`src/rtl/port_map_commit_issuer_if.sv`:
```
// Handshake bundle between the port-map commit issuer and its neighbours
// (dispatch, units, Commit unit).
interface port_map_commit_issuer_if #(
    parameter int NUM_UNITS = 8,
    parameter int WIDTH_PID = 3
);
    logic                 I_Alloc;
    logic [WIDTH_PID-1:0] I_AllocPort;
    logic                 O_AllocNack;
    logic [NUM_UNITS-1:0] I_Done;
    logic                 I_CommitFull;
    logic [NUM_UNITS-1:0] I_Ack;
    logic                 O_Req;
    logic [WIDTH_PID-1:0] O_SrcPort;
    logic [NUM_UNITS-1:0] O_Commit;
    logic [NUM_UNITS-1:0] O_Valid;
    logic                 O_Busy;
    logic                 O_Error;

    modport slave (
        input  I_Alloc, I_AllocPort, I_Done, I_CommitFull, I_Ack,
        output O_AllocNack, O_Req, O_SrcPort, O_Commit, O_Valid, O_Busy, O_Error
    );

    modport master (
        output I_Alloc, I_AllocPort, I_Done, I_CommitFull, I_Ack,
        input  O_AllocNack, O_Req, O_SrcPort, O_Commit, O_Valid, O_Busy, O_Error
    );
endinterface

```
`src/rtl/port_map_commit_issuer.sv`:
```
// Per-port map-table entries feeding a single-in-flight, round-robin commit
// request stream to the Commit unit, with ack timeout and spurious-done flagging.
module port_map_commit_issuer #(
    parameter int NUM_UNITS   = 8,
    parameter int WIDTH_PID   = 3,
    parameter int ACK_TIMEOUT = 64
) (
    input  logic                     clock,
    input  logic                     reset,
    port_map_commit_issuer_if.slave  bus
);
    typedef enum logic [1:0] {FREE, MAPPED, DONE_PEND, COMMITTING} entry_state_t;
    localparam int CNT_W = $clog2(ACK_TIMEOUT + 1);

    entry_state_t         state     [NUM_UNITS];
    entry_state_t         state_nxt [NUM_UNITS];
    logic [WIDTH_PID-1:0] rr_ptr;
    logic [CNT_W-1:0]     wait_cnt;

    logic                 accept;
    logic                 any_committing;
    logic                 found;
    logic                 grant_vld;
    logic [WIDTH_PID-1:0] grant_idx;
    logic [NUM_UNITS-1:0] pend;
    logic [NUM_UNITS-1:0] spurious;
    logic [NUM_UNITS-1:0] ack_hit;
    logic [NUM_UNITS-1:0] valid_nxt;
    logic [NUM_UNITS-1:0] commit_onehot;
    logic                 commit_active;

    assign commit_active = |bus.O_Commit;

    // All decisions use the start-of-cycle entry states.
    always_comb begin
        any_committing = 1'b0;
        pend           = '0;
        spurious       = '0;
        ack_hit        = '0;
        for (int p = 0; p < NUM_UNITS; p++) begin
            pend[p]     = (state[p] == DONE_PEND);
            spurious[p] = bus.I_Done[p] && (state[p] == FREE);
            ack_hit[p]  = bus.I_Ack[p] && (state[p] == COMMITTING);
            if (state[p] == COMMITTING) any_committing = 1'b1;
        end
        accept = bus.I_Alloc && (state[bus.I_AllocPort] == FREE) && !bus.I_CommitFull;
    end

    // Round-robin search starting at rr_ptr.
    always_comb begin
        found     = 1'b0;
        grant_idx = '0;
        for (int k = 0; k < NUM_UNITS; k++) begin
            int idx;
            idx = int'(rr_ptr) + k;
            if (idx >= NUM_UNITS) idx = idx - NUM_UNITS;
            if (!found && pend[idx]) begin
                found     = 1'b1;
                grant_idx = WIDTH_PID'(idx);
            end
        end
        // Requiring O_Commit low as well forces a zero cycle between commits.
        grant_vld = found && !any_committing && !commit_active;
        commit_onehot            = '0;
        commit_onehot[grant_idx] = 1'b1;
    end

    always_comb begin
        for (int p = 0; p < NUM_UNITS; p++) begin
            state_nxt[p] = state[p];
            case (state[p])
                FREE:       if (accept && bus.I_AllocPort == WIDTH_PID'(p)) state_nxt[p] = MAPPED;
                MAPPED:     if (bus.I_Done[p]) state_nxt[p] = DONE_PEND;
                DONE_PEND:  if (grant_vld && grant_idx == WIDTH_PID'(p)) state_nxt[p] = COMMITTING;
                COMMITTING: if (bus.I_Ack[p]) state_nxt[p] = FREE;
                default:    state_nxt[p] = FREE;
            endcase
            valid_nxt[p] = (state_nxt[p] != FREE);
        end
    end

    always_ff @(posedge clock) begin
        if (reset) begin
            for (int p = 0; p < NUM_UNITS; p++) state[p] <= FREE;
            rr_ptr          <= '0;
            wait_cnt        <= '0;
            bus.O_AllocNack <= 1'b0;
            bus.O_Req       <= 1'b0;
            bus.O_SrcPort   <= '0;
            bus.O_Commit    <= '0;
            bus.O_Valid     <= '0;
            bus.O_Busy      <= 1'b0;
            bus.O_Error     <= 1'b0;
        end else begin
            for (int p = 0; p < NUM_UNITS; p++) state[p] <= state_nxt[p];
            bus.O_Valid     <= valid_nxt;
            bus.O_Busy      <= |valid_nxt;
            bus.O_Req       <= accept;
            bus.O_SrcPort   <= accept ? bus.I_AllocPort : '0;
            bus.O_AllocNack <= bus.I_Alloc && !accept;

            if (grant_vld) begin
                bus.O_Commit <= commit_onehot;
                rr_ptr       <= (grant_idx == WIDTH_PID'(NUM_UNITS - 1)) ? '0 : grant_idx + 1'b1;
            end else if (|ack_hit) begin
                bus.O_Commit <= '0;
            end

            // Timeout keeps waiting after flagging; the counter saturates.
            if (|ack_hit)
                wait_cnt <= '0;
            else if (commit_active && wait_cnt < CNT_W'(ACK_TIMEOUT))
                wait_cnt <= wait_cnt + 1'b1;

            if (|spurious ||
                (commit_active && !(|ack_hit) && wait_cnt == CNT_W'(ACK_TIMEOUT - 1)))
                bus.O_Error <= 1'b1;
        end
    end
endmodule
```
`src/flat_wrapper.sv`:
```
// flat-port wrapper written by rule: the top's interface ports become plain ports
module port_map_commit_issuer_flat 
#(
    parameter int NUM_UNITS   = 8,
    parameter int WIDTH_PID   = 3,
    parameter int ACK_TIMEOUT = 64
)
  (clock, reset, bus_I_Alloc, bus_I_AllocPort, bus_I_Done, bus_I_CommitFull, bus_I_Ack, bus_O_AllocNack, bus_O_Req, bus_O_SrcPort, bus_O_Commit, bus_O_Valid, bus_O_Busy, bus_O_Error);
  port_map_commit_issuer_if #(.NUM_UNITS(NUM_UNITS), .WIDTH_PID(WIDTH_PID)) bus_i ();
  input  logic clock;
  input  logic reset;
  input wire logic [$bits(bus_i.I_Alloc)-1:0] bus_I_Alloc;
  input wire logic [$bits(bus_i.I_AllocPort)-1:0] bus_I_AllocPort;
  input wire logic [$bits(bus_i.I_Done)-1:0] bus_I_Done;
  input wire logic [$bits(bus_i.I_CommitFull)-1:0] bus_I_CommitFull;
  input wire logic [$bits(bus_i.I_Ack)-1:0] bus_I_Ack;
  output wire logic [$bits(bus_i.O_AllocNack)-1:0] bus_O_AllocNack;
  output wire logic [$bits(bus_i.O_Req)-1:0] bus_O_Req;
  output wire logic [$bits(bus_i.O_SrcPort)-1:0] bus_O_SrcPort;
  output wire logic [$bits(bus_i.O_Commit)-1:0] bus_O_Commit;
  output wire logic [$bits(bus_i.O_Valid)-1:0] bus_O_Valid;
  output wire logic [$bits(bus_i.O_Busy)-1:0] bus_O_Busy;
  output wire logic [$bits(bus_i.O_Error)-1:0] bus_O_Error;
  assign bus_i.I_Alloc = bus_I_Alloc;
  assign bus_i.I_AllocPort = bus_I_AllocPort;
  assign bus_i.I_Done = bus_I_Done;
  assign bus_i.I_CommitFull = bus_I_CommitFull;
  assign bus_i.I_Ack = bus_I_Ack;
  assign bus_O_AllocNack = bus_i.O_AllocNack;
  assign bus_O_Req = bus_i.O_Req;
  assign bus_O_SrcPort = bus_i.O_SrcPort;
  assign bus_O_Commit = bus_i.O_Commit;
  assign bus_O_Valid = bus_i.O_Valid;
  assign bus_O_Busy = bus_i.O_Busy;
  assign bus_O_Error = bus_i.O_Error;
  port_map_commit_issuer #(.NUM_UNITS(NUM_UNITS), .WIDTH_PID(WIDTH_PID), .ACK_TIMEOUT(ACK_TIMEOUT)) u_core (.clock(clock), .reset(reset), .bus(bus_i));
endmodule
```
`config.mk`:
```
export PLATFORM = sky130hd
export DESIGN_NAME = port_map_commit_issuer_flat
export DESIGN_NICKNAME = d
export VERILOG_FILES = /design/src/rtl/port_map_commit_issuer_if.sv /design/src/rtl/port_map_commit_issuer.sv /design/src/flat_wrapper.sv
export SDC_FILE = /design/constraint.sdc
export NUM_CORES = 1
export LEC_CHECK = 0
export ABC_AREA = 1
export BUFFER_PORTS_ARGS = -buffer_cell sky130_fd_sc_hd__buf_2
export CORE_MARGIN = 2
export CORE_UTILIZATION = 48
export CTS_CLUSTER_DIAMETER = 200
export CTS_CLUSTER_SIZE = 40
export DETAILED_ROUTE_END_ITERATION = 12
export GPL_TIMING_DRIVEN = 0
export MAX_ROUTING_LAYER = met4
export PLACE_DENSITY = 0.67
export SLEW_MARGIN = 20
export SYNTH_ARGS = -nofsm -noshare
export SYNTH_HDL_FRONTEND = slang
export SYNTH_SLANG_ARGS = --single-unit
```
`constraint.sdc`:
```
create_clock -name clock -period 5.75 [get_ports clock]
set_input_delay 0.2875 -clock clock [delete_from_list [all_inputs] [get_ports clock]]
set_output_delay 0.2875 -clock clock [all_outputs]
set_load 0.1 [all_outputs]
```
==> summary.txt <==
PortBufs = 45
main area contributors after synthesis = sky130_fd_sc_hd__dfxtp_1 (31%), sky130_fd_sc_hd__nand2_1 (12%), sky130_fd_sc_hd__nand3_1 (9.0%), sky130_fd_sc_hd__nor2_1 (7.9%), sky130_fd_sc_hd__inv_1 (6.9%)
Std-Cell Rows = 29
clock skew = 9.64 ps
average size of a mapped cell = 6.67 µm²
internal power summed over all cells = 0.896 mW
Warnings, synthesis = 0
Hold Crit Endpoint = u_core.state[4][1]$_SDFF_PP0_
number of global-route vias before repair = 2993
post-CTS setup-driven buffer insertion count = 0
most common library cell in the layout ignoring fill and taps = sky130_fd_sc_hd__nand2_1
worst endpoint data arrival time = 4340 ps
nets = 559
final-report max-slew violation count = 0
setup slack after layout = 1610 ps
number of DRC violations after detailed routing = 0
setup TNS after final layout = 0 ps
fraction of the cycle the final worst path needs = 0.721
Worst EP required = 5950 ps
final worst path period need = 4140 ps
class of the most critical setup path = flip-flop to flip-flop
pin slew with the least headroom to its limit = 595 ps
dominant synthesized flop cell = sky130_fd_sc_hd__dfxtp_1
unrepaired setup endpoints after global routing = no
master cell of the clock root buffer = sky130_fd_sc_hd__clkbuf_8
cell area power density = 574 nW/µm²
Final GP Congestion = 0.988
achievable frequency = 241 MHz
share of total power consumed by net switching = 0.566
kind of launch point of the worst setup path = flip-flop
critical register-to-register path endpoint = u_core.bus.O_Busy$_SDFF_PP0_
number of iterations in the first detailed-routing pass = 5
Post-synth EDFFs = 0
Slew headroom = 0.603
area share of the largest cell type after synthesis = 0.309
Peak supply drop = 0.426 mV
final hold vios = 0
initial core utilization = 0.497
hold path cells = 2
post-cts sizing count = 0
Hold-fix buffers, CTS = 0
clock tree from TritonCTS = yes
diodes inserted = 0
total number of clock tree sinks = 49
cells after synthesis = 476
P&R area growth vs syn = 13.1%
commonest non-fill, non-tap cells in the layout = sky130_fd_sc_hd__nand2_1 (101), sky130_fd_sc_hd__nor2_1 (67), sky130_fd_sc_hd__inv_1 (58)
Horiz. Die Dim = 85.3 µm
vias = 3253
area of the mapped netlist = 3180 µm²
Vert. Die Dim = 85.3 µm
kind of end point of the critical path = flip-flop
Congestion Overflow GR = 0
Static Leak = 1.73 nW
sequential power share = 0.196
switching power summed over all nets = 1.17 mW
area of the core region = 6390 µm²
DRC violation total after the first TritonRoute iteration = 243
first-pass GRT wire length = 14.5 mm
flops & latches, synth = 49
WL final = 8.88 mm
overall fraction of global-route tracks in use = 0.261
largest driver fanout on the critical path = 10
hold path startpoint = reset
Max Cap Violations = 0
initial antenna violation count = 0
result of the run = completed
clock buffer depth = 2
type of the most critical hold path = input pin to flip-flop
share of post-route cells with drive strength above 1 = 0.197
fillers = 680
Vias per Instance = 5.37
post-route antenna net violation count = 0
post-detailed-placement half-perimeter wirelength = 7.20 mm
nets in the synthesized netlist = 507
part of the total power dissipated in the clock network = 0.108
Unique masters post-synth = 46
share of the yosys chip area belonging to registers = 0.309
largest area contributor in the netlist = sky130_fd_sc_hd__dfxtp_1
portion of total power attributed to combinational logic = 0.696
area of the die = 7280 µm²
average wire per standard cell = 14.7 µm
post-placement worst setup slack = 1660 ps
maximum number of pins on one net before global-route repair = 19
total clock buffers created by CTS = 5
post-CTS clock slew at the launch and capture registers of the worst setup and hold paths = 100 ps
share of synthesized registers carrying an async set or reset = 0
H-Tree Level Count = 2
I/O pin total = 46
setup violators final = 0
clock insertion delay at the later pin of the skew report = 320 ps
Crit Reg-Reg Startpoint = u_core.rr_ptr[0]$_SDFFE_PP0P_
R2R Setup Slk = 1610 ps
Reg2Reg Depth = 25
-- final cells by class --
cell class | count | area (µm²) | share of cell area
flip-flops and latches | 49 | 981 | 0.273
clock buffers | 5 | 68.8 | 0.0192
inverters | 64 | 240 | 0.0669
plain buffers | 9 | 65.1 | 0.0181
well taps | 77 | 96.3 | 0.0268
multi-input cells | 354 | 1890 | 0.526
clock inverters | 3 | 26.3 | 0.00731
repair buffers | 45 | 225 | 0.0627
-- power groups by stage --
stage                     sequential (mW)  combinational [mW]  clock, mW
after floorplan                     0.547               0.994          0
after global placement              0.411                1.41          0
after detailed placement            0.412                1.42          0
after CTS                           0.404                1.43      0.226
after global routing                0.409                1.59      0.238
final                               0.404                1.44      0.223
-- metal layers --
layer / global-route usage / part of all wire / routed length (µm) / vias up
met5: - / 0 / 0 / -
met1: 0.341 / 0.47 / 4210 / 1486
met2: 0.419 / 0.47 / 4160 / 92
li1: - / - / - / 1666
met4: 0.0707 / 0.014 / 123 / 0
met3: 0.0428 / 0.044 / 395 / 9
-- worst max path at each step --
stage / from / end / slack [ps]
6_report: u_core.rr_ptr[0]$_SDFFE_PP0P_ / u_core.bus.O_Busy$_SDFF_PP0_ / 1610
5_1_grt: u_core.rr_ptr[0]$_SDFFE_PP0P_ / u_core.bus.O_Busy$_SDFF_PP0_ / 1320
4_1_cts: u_core.rr_ptr[0]$_SDFFE_PP0P_ / u_core.bus.O_Busy$_SDFF_PP0_ / 1630
3_5_place_dp: u_core.rr_ptr[0]$_SDFFE_PP0P_ / u_core.bus.O_Busy$_SDFF_PP0_ / 1660
3_3_place_gp: u_core.rr_ptr[0]$_SDFFE_PP0P_ / u_core.bus.O_Busy$_SDFF_PP0_ / 1640
2_1_floorplan: u_core.rr_ptr[0]$_SDFFE_PP0P_ / u_core.bus.O_Busy$_SDFF_PP0_ / 2340
-- state kept, by name, indices dropped and copies added, names as in the netlist --
signal / cells
u_core.wait_cnt: 7
u_core.bus.O_Valid: 8
u_core.bus.O_Busy: 1
u_core.bus.O_Commit: 8
u_core.bus.O_SrcPort: 3
u_core.bus.O_Error: 1
u_core.bus.O_Req: 1
u_core.bus.O_AllocNack: 1
u_core.rr_ptr: 3
u_core.state: 16
-- synthesized netlist by cell type (2+ instances only) --
cell type and number:
sky130_fd_sc_hd__nor4_1 2, sky130_fd_sc_hd__buf_6 4, sky130_fd_sc_hd__o31ai_1 4, sky130_fd_sc_hd__nand2_1 101, sky130_fd_sc_hd__nor2_1 67, sky130_fd_sc_hd__nor3_1 7
sky130_fd_sc_hd__inv_2 6, sky130_fd_sc_hd__nand2_4 2, sky130_fd_sc_hd__nand3_1 57, sky130_fd_sc_hd__o21ai_0 11, sky130_fd_sc_hd__dfxtp_1 49, sky130_fd_sc_hd__nand4_1 7
sky130_fd_sc_hd__or2_2 4, sky130_fd_sc_hd__a31oi_1 2, sky130_fd_sc_hd__o211ai_1 2, sky130_fd_sc_hd__o2111ai_1 2, sky130_fd_sc_hd__clkbuf_1 3, sky130_fd_sc_hd__nor2_4 2
sky130_fd_sc_hd__nand2_2 8, sky130_fd_sc_hd__a21oi_1 30, sky130_fd_sc_hd__inv_1 58, sky130_fd_sc_hd__nor2_2 4, sky130_fd_sc_hd__nand3_2 11, sky130_fd_sc_hd__ha_1 8
sky130_fd_sc_hd__o211a_1 4
-- stage by stage --
stage / hold WS [ps] / area [µm²] / instances / total power [mW] / util
5_1_grt: 159 / 3590 / 606 / 2.24 / 0.563
3_3_place_gp: 447 / 3500 / 598 / 1.82 / 0.548
4_1_cts: 145 / 3590 / 606 / 2.06 / 0.563
3_5_place_dp: 449 / 3500 / 598 / 1.83 / 0.548
6_report: 145 / 3590 / 606 / 2.06 / 0.563
2_1_floorplan: 373 / 3180 / 476 / 1.54 / -
-- critical path: stages (launching register included) --
cell	delay (ps)
sky130_fd_sc_hd__dfxtp_1	370
sky130_fd_sc_hd__buf_6	160
sky130_fd_sc_hd__inv_2	50
sky130_fd_sc_hd__buf_6	150
sky130_fd_sc_hd__ha_1	400
sky130_fd_sc_hd__inv_2	170
sky130_fd_sc_hd__nand3_1	140
sky130_fd_sc_hd__nand3_1	140
sky130_fd_sc_hd__nand2_2	90
sky130_fd_sc_hd__inv_2	70
sky130_fd_sc_hd__nand4_4	130
sky130_fd_sc_hd__nor3_2	150
sky130_fd_sc_hd__nand2_1	140
sky130_fd_sc_hd__o22ai_2	390
sky130_fd_sc_hd__inv_1	120
sky130_fd_sc_hd__ha_1	240
sky130_fd_sc_hd__ha_1	200
sky130_fd_sc_hd__and3_1	190
sky130_fd_sc_hd__nand3_1	80
sky130_fd_sc_hd__nand2_1	50
sky130_fd_sc_hd__nand2_1	110
sky130_fd_sc_hd__nand2_1	70
sky130_fd_sc_hd__a21oi_1	160
sky130_fd_sc_hd__nand3_1	90
sky130_fd_sc_hd__nor2_1	100
sky130_fd_sc_hd__nor2_1	50
-- logic make-up (layout without fill, tap and decap cells) --
group / after synthesis / in the layout / synth area share
AO/OA/AOI/OAI: 64 / 64 / 0.128
XOR/XNOR: 4 / 4 / 0.0158
buffers and inverters: 73 / 126 / 0.0961
AND/OR/NAND/NOR: 278 / 278 / 0.419
adder cells (fa/ha/maj): 8 / 8 / 0.0315
flip-flops: 49 / 49 / 0.309
Power figures use the tool's default switching activity.
